### src/rtl/fifo_buffer_pkg.sv
// Shared defaults and helpers for the fifo_buffer block and the stages that
// instantiate it alongside the per-bit register stage.
package fifo_buffer_pkg;

    localparam int DEFAULT_WIDTH     = 8;
    localparam int DEFAULT_DEPTH     = 8;
    localparam int DEFAULT_AFULL_LVL = 6;

    // Pointer width for a given depth; depth is at least 2 so this is >= 1.
    function automatic int ptr_width(input int depth);
        return (depth > 1) ? $clog2(depth) : 1;
    endfunction

    typedef struct packed {
        logic overflow;
        logic underflow;
    } err_flags_t;

endpackage

### src/rtl/fifo_ptr.sv
// Circular FIFO pointer: advances on inc and wraps from DEPTH-1 back to 0,
// so depths that are not a power of two work without modulo arithmetic.
module fifo_ptr #(
    parameter int DEPTH = 8,
    parameter int AW    = 3
) (
    input  logic          clk,
    input  logic          rst_n,
    input  logic          inc,
    output logic [AW-1:0] ptr
);

    logic [AW-1:0] ptr_q;
    logic [AW-1:0] ptr_d;

    always_comb begin
        ptr_d = ptr_q;
        if (inc) begin
            ptr_d = (ptr_q == AW'(DEPTH - 1)) ? '0 : ptr_q + AW'(1);
        end
    end

    // NOTE: sequential state uses non-blocking assignments so every flop
    // samples pre-edge values regardless of process ordering.
    always_ff @(posedge clk or negedge rst_n) begin
        if (!rst_n) begin
            ptr_q <= '0;
        end else begin
            ptr_q <= ptr_d;
        end
    end

    assign ptr = ptr_q;

endmodule

### src/rtl/fifo_buffer.sv
// Single-clock FIFO with registered read data, occupancy count, full/empty/
// almost_full decode and sticky overflow/underflow flags.
module fifo_buffer
    import fifo_buffer_pkg::*;
#(
    parameter int WIDTH     = DEFAULT_WIDTH,
    parameter int DEPTH     = DEFAULT_DEPTH,
    parameter int AFULL_LVL = DEFAULT_AFULL_LVL,
    localparam int AW       = ptr_width(DEPTH)
) (
    input  logic             clk,
    input  logic             reset,
    input  logic             wr_en,
    input  logic [WIDTH-1:0] wr_data,
    input  logic             rd_en,
    output logic [WIDTH-1:0] rd_data,
    output logic             rd_valid,
    output logic             full,
    output logic             empty,
    output logic             almost_full,
    output logic [AW:0]      count,
    output logic             overflow,
    output logic             underflow,
    input  logic             clr_err
);

    localparam logic [AW:0] FULL_CNT  = (AW + 1)'(DEPTH);
    localparam logic [AW:0] AFULL_CNT = (AW + 1)'(AFULL_LVL);

    logic [WIDTH-1:0] mem [DEPTH];
    logic [AW-1:0]    wr_ptr;
    logic [AW-1:0]    rd_ptr;
    logic             wr_acc;
    logic             rd_acc;

    logic [AW:0]      count_q,    count_d;
    logic [WIDTH-1:0] rd_data_q,  rd_data_d;
    logic             rd_valid_q, rd_valid_d;
    err_flags_t       err_q,      err_d;

    // Flags come straight from the registered count, so they never lag it.
    assign full        = (count_q == FULL_CNT);
    assign empty       = (count_q == '0);
    assign almost_full = (count_q >= AFULL_CNT);

    assign wr_acc = wr_en & ~full;
    assign rd_acc = rd_en & ~empty;

    fifo_ptr #(.DEPTH(DEPTH), .AW(AW)) u_wr_ptr (
        .clk   (clk),
        .rst_n (reset),
        .inc   (wr_acc),
        .ptr   (wr_ptr)
    );

    fifo_ptr #(.DEPTH(DEPTH), .AW(AW)) u_rd_ptr (
        .clk   (clk),
        .rst_n (reset),
        .inc   (rd_acc),
        .ptr   (rd_ptr)
    );

    // NOTE: every variable gets a default first so no path infers a latch.
    always_comb begin
        count_d    = count_q;
        rd_data_d  = rd_data_q;
        rd_valid_d = rd_acc;
        err_d      = err_q;

        case ({wr_acc, rd_acc})
            2'b10:   count_d = count_q + 1'b1;
            2'b01:   count_d = count_q - 1'b1;
            default: count_d = count_q;
        endcase

        if (rd_acc) begin
            rd_data_d = mem[rd_ptr];
        end

        // A fresh error in the clearing cycle keeps its flag set.
        err_d.overflow  = (err_q.overflow  & ~clr_err) | (wr_en & full);
        err_d.underflow = (err_q.underflow & ~clr_err) | (rd_en & empty);
    end

    always_ff @(posedge clk or negedge reset) begin
        if (!reset) begin
            count_q    <= '0;
            rd_data_q  <= '0;
            rd_valid_q <= 1'b0;
            err_q      <= '0;
        end else begin
            count_q    <= count_d;
            rd_data_q  <= rd_data_d;
            rd_valid_q <= rd_valid_d;
            err_q      <= err_d;
        end
    end

    // NOTE: storage is deliberately left out of reset; the pointers and count
    // already mark it empty, and a reset-free array maps onto plain RAM.
    // Writes are still blocked while reset is held.
    always_ff @(posedge clk) begin
        if (wr_acc && reset) begin
            mem[wr_ptr] <= wr_data;
        end
    end

    assign count     = count_q;
    assign rd_data   = rd_data_q;
    assign rd_valid  = rd_valid_q;
    assign overflow  = err_q.overflow;
    assign underflow = err_q.underflow;

endmodule
### config.mk
export PLATFORM = sky130hd
export DESIGN_NAME = fifo_buffer
export DESIGN_NICKNAME = d
export VERILOG_FILES = /design/src/rtl/fifo_buffer_pkg.sv /design/src/rtl/fifo_ptr.sv /design/src/rtl/fifo_buffer.sv
export SDC_FILE = /design/constraint.sdc
export NUM_CORES = 1
export LEC_CHECK = 0
export ABC_AREA = 1
export CAP_MARGIN = 20
export CORE_ASPECT_RATIO = 1.2
export CORE_MARGIN = 4
export CORE_UTILIZATION = 45
export DETAILED_ROUTE_END_ITERATION = 7
export HOLD_SLACK_MARGIN = 0.1
export PLACE_DENSITY = 0.67
export REMOVE_ABC_BUFFERS = 1
export SLEW_MARGIN = 30
export SYNTH_ARGS = -nofsm -noshare
export SYNTH_HDL_FRONTEND = slang
export SYNTH_SLANG_ARGS = --single-unit
### constraint.sdc
create_clock -name clk -period 2.9 [get_ports clk]
set_clock_uncertainty 0.2 [all_clocks]
set_input_delay 0.87 -clock clk [delete_from_list [all_inputs] [get_ports clk]]
set_output_delay 0.87 -clock clk [all_outputs]
set_load 0.02 [all_outputs]
==> summary.md <==
| Metric | Value |
|---|---|
| PD cells | 960 nW/um2 |
| Setup_tns | 0 ps |
| Largest net degree at the start of global routing | 35 |
| Post-synth ARST share | 0.247 |
| Starting Density | 0.459 |
| Diode count | 0 |
| Mapped Area | 3520 um2 |
| GRT Total Usage | 0.169 |
| Postcts setup bufs | 0 |
| Mapped Cells | 304 |
| Ys Warns | 0 |
| Antenna viol nets, final | 0 |
| Least-Margin Pin Slew | 676 ps |
| I/O pin count | 31 |
| Final count of negative-setup-slack endpoints | 0 |
| Remaining DRCs | 0 |
| Library cells used by synthesis | 24 |
| Fin crit period | 2700 ps |
| Die Wd | 88.7 um |
| Placed Area | 4020 um2 |
| Core occupancy in the finished layout | 0.553 |
| Maxcap violations | 0 |
| Post-Layout Inst Area | 4240 um2 |
| Die area | 9300 um2 |
| Vias | 2368 |
| Max VDD drop | 0.538 mV |
| Grt met2 use | 0.277 |
| HP Start | rd_data[0] |
| Final hold vios | 0 |
| Hold WC Path Type | flip-flop to flip-flop |
| Hold Path Cell Cnt | 2 |
| Post-DP HPWL | 4.89 mm |
| # nets final | 372 |
| Clock buffer depth | 2 |
| Outcome | finished clean |
| CTS root buf | clkbuf_8 |
| Worst endpoint data arrival time | 1630 ps |
| Remaining Overflow, GRT | 0 |
| Clk slew on worst S/H paths | 80 ps |
| TritonCTS buffer count | 9 |
| Number of global-route vias before repair | 2333 |
| Fin crit share | 0.931 |
| DIE HEIGHT | 105 um |
| Flop2flop setup slack | 780 ps |
| Post-synthesis sequential area ratio | 0.696 |
| Clk_lat worst skew | 340 ps |
| Syn Area/Cell | 11.6 um2 |
| Drt pass-1 iters | 4 |
| Met3 global-route usage | 0.0339 |
| DR WL/cell | 16.1 um |
| IO buf count | 30 |
| GPL Wtd Cong | 0.846 |
| Initial antenna violation count | 0 |
| Row cnt | 35 |
| H-tree levels | 3 |
| Reg2reg start | u_rd_ptr.ptr[0] |
| First-pass GRT wire length | 11.8 mm |
| Final wirelength | 7.23 mm |
| EDFF count, synth | 64 |
| GRT busiest layer | met2 |
| Met1 usage | 0.221 |
| CP endpoint kind | output port |
| Max frequency | 370 MHz |
| Core ar. | 7660 um2 |
| Largest cells by area after synthesis | edfxtp_1 (55%), dfrtp_1 (15%), nor2_1 (6.5%) |
| Top FF cell, synth | edfxtp_1 |
| Hold Buf Count CTS | 0 |
| Slew Viols, Final | 0 |
| Worst setup SP type | flip-flop |
| FF-to-FF End | rd_data[0] |
| Top cell type's share of synthesized area | 0.546 |
| Share of layout cells above drive strength 1 | 0.109 |
| Commonest cells post-synth | edfxtp_1 (64), nor2_1 (61), nand2_1 (41), o21ai_0 (38), dfrtp_1 (21) |
| Most common cell in the netlist | edfxtp_1 |
| Fillers | 651 |
| Synth area leader | edfxtp_1 |
| Synth Register Bits | 85 |
| Crit Path Max Fanout | 6 |
| Reg2reg path depth | 5 |
| CTS Sinks | 85 |
| Tot Pwr | 4.07 mW |
| Max-slew headroom at the worst pin | 0.549 |
| Via-to-Cell Ratio | 5.26 |
| Hold EP | rd_data[0] |
| RSZ-0062 raised after global routing | false |
| P&R area growth vs syn | 20.6% |
| CTS tree | built |
| Pleak | 1.66 nW |
| CP required | 1830 ps |
| CP Class | flip-flop to output port |
| Starting DRC count in detailed routing | 167 |
==> state kept, by name, summed over array words and instances (netlist names) <==
| register | count |
|---|---|
| rd_data | 8 |
| mem | 64 |
| rd_valid | 1 |
| underflow | 1 |
| count | 4 |
| overflow | 1 |
| u_wr_ptr.ptr | 3 |
| u_rd_ptr.ptr | 3 |
==> power by group <==
group          internal (mW)  total (mW)  switching [mW]
combinational          0.590        1.45           0.856
sequential              1.51        1.75           0.235
clock                  0.487       0.877           0.390
==> cell type report <==
type                       count  area, um2  area share
inverter                      19       71.3      0.0168
sequential                    85       2450       0.577
timing repair buffer          49        448       0.106
clock buffer                  12        135      0.0319
tap                           92        115      0.0271
multi-input combinational    189        951       0.224
clock inverter                 4       73.8      0.0174
==> metal layers <==
metal  vias up  routed length [um]
li1       1152                   -
met1      1152                3100
met2        56                3640
met3         8                 366
met4         0                 128
met5         -                   0
==> worst max-delay path by stage <==
stage                  start           to  slack (ps)  cells past startpoint
global placement       rd_en     count[2]         220                     11
global route        count[2]  almost_full         100                      3
CTS                 count[2]        empty          10                      4
detailed placement     rd_en     count[2]         140                     11
finish              count[2]  almost_full         200                      3
floorplan              rd_en     count[2]         510                     10
==> metrics by stage <==
step,hold slack [ps],worst slack [ps],std cells
5_1_grt,324,95.8,450
2_1_floorplan,361,506,293
4_1_cts,284,11.1,450
6_report,282,200,450
3_5_place_dp,265,143,434
3_3_place_gp,265,216,434
==> layout by cell type, fill, tap and decap left out, drive strengths merged <==
master	synthesis	routed
a21oi	1	1
o22ai	1	1
nand2	43	43
ha	6	6
dfrtp	21	21
nand3	16	16
nand4	1	1
clkdlybuf4s50	0	28
bufinv	0	2
inv	18	18
edfxtp	64	64
xor2	2	2
xnor2	1	1
o21bai	1	1
o211ai	16	16
nor2	63	63
o21ai	38	38
clkbuf	2	12
dlymetal6s2s	0	2
clkinv	1	3
buf	9	19
==> cell families after synthesis <==
kind of cell | synth area share
and+or+nand+nor | 0.142
xor gates and xnor gates | 0.00747
adders and majority gates | 0.0213
DFF | 0.696
AOI/OAI and AO/OA | 0.0967
buffers and inverters | 0.0370
==> critical path, stage by stage, from the launching register on <==
cell             delay (ps)
dfrtp_1                 500
nor2_4                   90
nor2_1                  100
clkdlybuf4s50_1         600
==> timing repair <==
action,in CTS,in global routing
endpoints found under the setup margin,2,2
gates resized for setup,1,3
cloned,0,0
(Power assumes the default switching activity.)
